File: src/rtl/frv_ex_dispatch.sv
// Operand dispatch between decode and the execute-stage ALU: bypass resolution, immediate select,
// producer interlock and a 2-entry registered buffer feeding execute over valid/ready.
module frv_ex_dispatch #(
    parameter int XLEN = 32,
    parameter int OPW  = 32
) (
    input  logic            g_clk,
    input  logic            g_resetn,
    input  logic            flush,
    input  logic            s_valid,
    output logic            s_ready,
    input  logic [4:0]      s_rd,
    input  logic            s_rd_wen,
    input  logic [4:0]      s_rs1,
    input  logic [4:0]      s_rs2,
    input  logic [XLEN-1:0] s_rs1_data,
    input  logic [XLEN-1:0] s_rs2_data,
    input  logic [XLEN-1:0] s_imm,
    input  logic            s_use_imm,
    input  logic [OPW-1:0]  s_op,
    input  logic            fwd_ex_valid,
    input  logic            fwd_wb_valid,
    input  logic            fwd_ex_rdy,
    input  logic            fwd_wb_rdy,
    input  logic [4:0]      fwd_ex_rd,
    input  logic [4:0]      fwd_wb_rd,
    input  logic [XLEN-1:0] fwd_ex_data,
    input  logic [XLEN-1:0] fwd_wb_data,
    output logic            m_valid,
    input  logic            m_ready,
    output logic [XLEN-1:0] m_opr_a,
    output logic [XLEN-1:0] m_opr_b,
    output logic [4:0]      m_shamt,
    output logic [OPW-1:0]  m_op,
    output logic [4:0]      m_rd,
    output logic            m_rd_wen
);
    localparam int XL = XLEN - 1;

    logic [1:0]   count_q, count_d;
    logic         wr_ptr_q, wr_ptr_d;
    logic         rd_ptr_q, rd_ptr_d;

    logic [XL:0]    ent_a_q   [2];
    logic [XL:0]    ent_b_q   [2];
    logic [OPW-1:0] ent_op_q  [2];
    logic [4:0]     ent_rd_q  [2];
    logic           ent_wen_q [2];

    logic [XL:0]    m_opr_a_q, m_opr_b_q;
    logic [OPW-1:0] m_op_q;
    logic [4:0]     m_rd_q;
    logic           m_rd_wen_q;

    logic ex_hit1, ex_hit2, wb_hit1, wb_hit2;
    logic fwd_haz1, fwd_haz2, buf_haz1, buf_haz2, hazard;
    logic ent_vld0, ent_vld1;
    logic accept, pop, head_new;
    logic [XL:0] res_rs1, res_rs2, opr_a, opr_b;

    assign ex_hit1 = fwd_ex_valid && (fwd_ex_rd == s_rs1);
    assign ex_hit2 = fwd_ex_valid && (fwd_ex_rd == s_rs2);
    assign wb_hit1 = fwd_wb_valid && (fwd_wb_rd == s_rs1);
    assign wb_hit2 = fwd_wb_valid && (fwd_wb_rd == s_rs2);

    assign res_rs1 = (s_rs1 == 5'd0) ? '0 :
                     ex_hit1 ? fwd_ex_data :
                     wb_hit1 ? fwd_wb_data : s_rs1_data;
    assign res_rs2 = (s_rs2 == 5'd0) ? '0 :
                     ex_hit2 ? fwd_ex_data :
                     wb_hit2 ? fwd_wb_data : s_rs2_data;

    assign opr_a = res_rs1;
    assign opr_b = s_use_imm ? s_imm : res_rs2;

    // An execute-stage match shadows any writeback match for the same source.
    assign fwd_haz1 = ex_hit1 ? !fwd_ex_rdy : (wb_hit1 && !fwd_wb_rdy);
    assign fwd_haz2 = ex_hit2 ? !fwd_ex_rdy : (wb_hit2 && !fwd_wb_rdy);

    assign ent_vld0 = (count_q == 2'd2) || ((count_q == 2'd1) && !rd_ptr_q);
    assign ent_vld1 = (count_q == 2'd2) || ((count_q == 2'd1) &&  rd_ptr_q);

    assign buf_haz1 = (s_rs1 != 5'd0) &&
                      ((ent_vld0 && ent_wen_q[0] && (ent_rd_q[0] == s_rs1)) ||
                       (ent_vld1 && ent_wen_q[1] && (ent_rd_q[1] == s_rs1)));
    assign buf_haz2 = (s_rs2 != 5'd0) &&
                      ((ent_vld0 && ent_wen_q[0] && (ent_rd_q[0] == s_rs2)) ||
                       (ent_vld1 && ent_wen_q[1] && (ent_rd_q[1] == s_rs2)));

    assign hazard  = fwd_haz1 || buf_haz1 || (!s_use_imm && (fwd_haz2 || buf_haz2));
    assign s_ready = g_resetn && !flush && (count_q != 2'd2) && !hazard;
    assign m_valid = (count_q != 2'd0);
    assign accept  = s_valid && s_ready;
    assign pop     = m_valid && m_ready;

    always_comb begin
        count_d  = count_q;
        wr_ptr_d = wr_ptr_q;
        rd_ptr_d = rd_ptr_q;
        if (flush) begin
            count_d  = 2'd0;
            wr_ptr_d = 1'b0;
            rd_ptr_d = 1'b0;
        end else begin
            if (accept) wr_ptr_d = ~wr_ptr_q;
            if (pop)    rd_ptr_d = ~rd_ptr_q;
            count_d = count_q + {1'b0, accept} - {1'b0, pop};
        end
    end

    // The new head is the incoming instruction when it lands in the slot the read pointer moves to.
    assign head_new = accept && (rd_ptr_d == wr_ptr_q);

    always_ff @(posedge g_clk) begin
        if (accept) begin
            ent_a_q[wr_ptr_q]   <= opr_a;
            ent_b_q[wr_ptr_q]   <= opr_b;
            ent_op_q[wr_ptr_q]  <= s_op;
            ent_rd_q[wr_ptr_q]  <= s_rd;
            ent_wen_q[wr_ptr_q] <= s_rd_wen;
        end
    end

    always_ff @(posedge g_clk) begin
        if (!g_resetn) begin
            count_q    <= 2'd0;
            wr_ptr_q   <= 1'b0;
            rd_ptr_q   <= 1'b0;
            m_opr_a_q  <= '0;
            m_opr_b_q  <= '0;
            m_op_q     <= '0;
            m_rd_q     <= '0;
            m_rd_wen_q <= 1'b0;
        end else begin
            count_q  <= count_d;
            wr_ptr_q <= wr_ptr_d;
            rd_ptr_q <= rd_ptr_d;
            if (count_d != 2'd0) begin
                m_opr_a_q  <= head_new ? opr_a    : ent_a_q[rd_ptr_d];
                m_opr_b_q  <= head_new ? opr_b    : ent_b_q[rd_ptr_d];
                m_op_q     <= head_new ? s_op     : ent_op_q[rd_ptr_d];
                m_rd_q     <= head_new ? s_rd     : ent_rd_q[rd_ptr_d];
                m_rd_wen_q <= head_new ? s_rd_wen : ent_wen_q[rd_ptr_d];
            end
        end
    end

    assign m_opr_a  = m_opr_a_q;
    assign m_opr_b  = m_opr_b_q;
    assign m_shamt  = m_opr_b_q[4:0];
    assign m_op     = m_op_q;
    assign m_rd     = m_rd_q;
    assign m_rd_wen = m_rd_wen_q;

endmodule
File: config.mk
export PLATFORM = sky130hd
export DESIGN_NAME = frv_ex_dispatch
export DESIGN_NICKNAME = d
export VERILOG_FILES = /design/src/rtl/frv_ex_dispatch.sv
export SDC_FILE = /design/constraint.sdc
export NUM_CORES = 1
export LEC_CHECK = 0
export BUFFER_PORTS_ARGS = -buffer_cell sky130_fd_sc_hd__buf_2
export CAP_MARGIN = 20
export CORE_MARGIN = 3
export CORE_UTILIZATION = 40
export CTS_CLUSTER_DIAMETER = 150
export DETAILED_ROUTE_END_ITERATION = 12
export GPL_TIMING_DRIVEN = 0
export PLACE_DENSITY = 0.66
export SYNTH_ARGS = -nofsm -noshare
export SYNTH_HDL_FRONTEND = slang
export SYNTH_SLANG_ARGS = --single-unit
File: constraint.sdc
create_clock -name g_clk -period 15.6 [get_ports g_clk]
set_input_delay 2.34 -clock g_clk [delete_from_list [all_inputs] [get_ports g_clk]]
set_output_delay 2.34 -clock g_clk [all_outputs]
set_load 0.02 [all_outputs]
==> results.yml <==
floorplan:
  dieWidth_um: 197.1
  initial_core_util_pct: 40.85
  rows: 69
  die_area_um2: 38830
  die_h_um: 197.1
  ios: 337
  core_um2: 35740
yosys:
  netlist_instances: 1428
  ys.flop_type: "edfxtp_1"
  synth_adder_area_share_pct: 0.1714
  ys_types: 44
  yosys_warnings: 0
  syn_area_um2: 14600
  synth_mux_area_share_pct: 4.593
  avgSynthCellArea_um2: 10.23
  synth_top_family_by_area: "compound AO/OA/AOI/OAI gates"
  syn-num-nets: 1658
  ys_ff_latch: 310
  synth_enable_flop_cells: 204
  synthSimpleGateAreaFrac_pct: 12.07
  synth_compound_area_share_pct: 19.11
  synthXorXnorAreaFrac_pct: 2.639
  yosysSeqAreaShare_pct: 56.49
  async_flop_share_pct: 0
worst_setup_path:
  max_stage_delay_ps: 710
  crit_chain: "clkbuf_1 -> xor2_1 -> nor4_1 -> nand3_1 -> mux2i_1 -> o21ba_2 -> clkbuf_1 -> or3b_2 -> clkbuf_1 -> ha_1 -> inv_1 -> ha_1 -> xor2_1 -> xnor2_1 -> nor2b_1 -> nand2b_1 -> clkbuf_1 -> clkbuf_1 -> clkbuf_1 -> a21oi_1 -> o21ai_0 -> o311ai_0"
  cp_num_buf_inv: 7
  r2r-end: "m_opr_b[16]"
  cp.required_ps: 15940
  critPathKind: "input port to flop"
  cp-end-kind: "flop"
  rr_startpoint: "ent_rd_q[1][2]"
  worstRegToRegCells: 21
  cp-start-kind: "input port"
  path_common_cell: "clkbuf_1"
  worstPathMaxFanout: 10
  path_delay_family: "buffers and inverters"
  r2r_slack_ps: 9720
  slowest_stage: "clkbuf_1"
  arrival_ps: 8210
routing:
  drt_iter0_drc: 856
  wl_per_cell_um: 21.73
  via_count: 12810
  ant_nets: 0
  drc: 0
  routed_wl_um: 49840
  first_pass_iters: 7
  viasPerCell: 5.584
timing:
  relSlewSlack_pct: 35.00
  rsz0062_at_grt: "false"
  skew_ps: 12.73
  fin_crit_sh_pct: 50.43
  fin_ws_ps: 7733
  clock.fmax_mhz: 127.1
  finalSetupViolCount: 0
  fin_crit_ps: 7867
  finalSetupTns_ps: 0
  hold_viol: 0
  tightestPinTransition_ps: 968.5
  slew_violations: 0
cts:
  htree_levels: 2
  postCtsSetupBuffers: 0
  clk_path_buf_depth: 3
  post_cts_resized: 0
  cts_tree: "yes"
  clk_pin_slew_worst_paths_ps: 60
  cts_buffers: 35
  numClockSinks: 310
  hold_buffers: 0
  clk_latency_ps: 510
  root_buffer: "clkbuf_16"
layout:
  layout_common_cells: "buf_2, nand2_1, edfxtp_1, clkbuf_1, dfxtp_1"
  nNetsFinal: 2027
  area_delta_synth_final_pct: 23.85
  layout_commonest_cell: "buf_2"
  fillers: 3339
  instances_no_fill: 2294
  drive_above_1_share_pct: 22.50
global_route:
  gr-usage-met1_pct: 32.33
  grt_pass1_wl_um: 74110
  use_met3_pct: 4.264
  top_usage_layer: "met2"
  gr-usage-met2_pct: 41.39
  grt_overflow: 0
  grt_pass1_vias: 12480
  grt_use_total_pct: 24.57
  antenna_found_initial: 11
  grt_max_degree: 31
hold_path:
  whs_endpoint: "m_opr_a[20]"
  worstHoldStart: "m_opr_a[20]"
  hold_depth: 2
  hp-class: "flop to flop"
power_and_ir_drop:
  vdd_drop_max_mv: 0.06338
  power_density_nw_per_um2: 105.8
  static-leakage-power_nw: 6.880
place:
  pre_cts_slack_ps: 7196
  io_buffers: 325
  placedCellCount: 2221
  hpwlAfterDp_um: 36290
  gp_routability_congestion: 0.8887
outcome:
  outcome: "finished clean"
run:
  maxCapViolCount: 0
power by group:
part | internal (mW) | switching [mW]
combinational | 0.0754 | 0.135
clock | 0.467 | 0.317
sequential | 0.905 | 0.0125
layout make-up:
class	count	area, um2	area share, %
diodes	11	27.53	0.1522
plain buffers	136	585.6	3.238
clock buffers	56	1027	5.681
clock inverters	6	53.80	0.2975
inverters	36	135.1	0.7473
multi-input cells	946	5648	31.23
flip-flops and latches	310	8248	45.61
well taps	461	576.8	3.190
repair buffers	332	1782	9.853
tightest hold or removal path: stages, from the launching register on:
cell,delay (ps)
dfxtp_1,320
nand2_1,50
o211ai_1,70
registers in the layout, summed over array words and instances, names as in the netlist, 2 cells and up:
name       flops
m_opr_b       32
ent_b_q       64
ent_rd_q      10
count_q        2
ent_a_q       64
m_rd           5
m_op          32
m_opr_a       32
ent_wen_q      2
ent_op_q      64
cells by family (layout without fill, tap and decap cells):
| logic type | Yosys count | in the layout |
|---|---|---|
| flops | 310 | 310 |
| other cells | 0 | 11 |
| mux | 67 | 67 |
| simple gates | 428 | 428 |
| compound gates | 405 | 405 |
| fa+ha+maj | 2 | 2 |
| xor+xnor | 44 | 44 |
| buf+inv | 172 | 566 |
worst max-delay path by stage:
stage | end | slack, ps | cells after the start | startpoint
detailed placement | m_opr_b[19] | 7200 | 22 | s_rs2[0]
global placement | ent_a_q[0][5] | 2940 | 10 | s_rs2[0]
global route | m_opr_b[20] | 7320 | 22 | s_rs2[0]
CTS | m_opr_b[19] | 7680 | 22 | s_rs2[0]
finish | m_opr_b[16] | 7730 | 22 | s_rs2[0]
floorplan | ent_a_q[0][0] | 6540 | 10 | s_rs2[0]
stage by stage:
step	cell area (um2)	hold slack [ps]	total power, mW	utilization [%]
detailed placement	16980	459.6	1.145	47.49
floorplan	14600	458.3	1.046	-
global route	18080	485.2	1.972	50.59
CTS	18060	473.2	1.921	50.52
global placement	16800	447.0	1.140	47.02
finish	18080	474.2	1.913	50.60
cell usage after synthesis (15+ instances only):
master / number / area [um2]
nand2_1: 309 / 1160
edfxtp_1: 204 / 6126
dfxtp_1: 106 / 2122
a21oi_1: 104 / 520.5
clkbuf_1: 104 / 390.4
mux2i_1: 67 / 670.6
o21ai_0: 66 / 330.3
nor3_1: 44 / 220.2
nor2_1: 41 / 153.9
a221o_1: 38 / 380.4
inv_1: 36 / 135.1
o21a_1: 35 / 262.8
a211o_1: 32 / 280.3
a211oi_1: 32 / 240.2
a22oi_1: 32 / 240.2
o211ai_1: 32 / 240.2
xor2_1: 30 / 262.8
o311ai_0: 22 / 192.7
buf_2: 15 / 75.07
routing by layer:
metal  routed length (um)  vias up
li1                     -     5953
met1                20610     6246
met2                24130      521
met3                 3556       87
met4                 1541        2
met5                    7        -
Note: power is estimated with default switching activity, not from simulation.
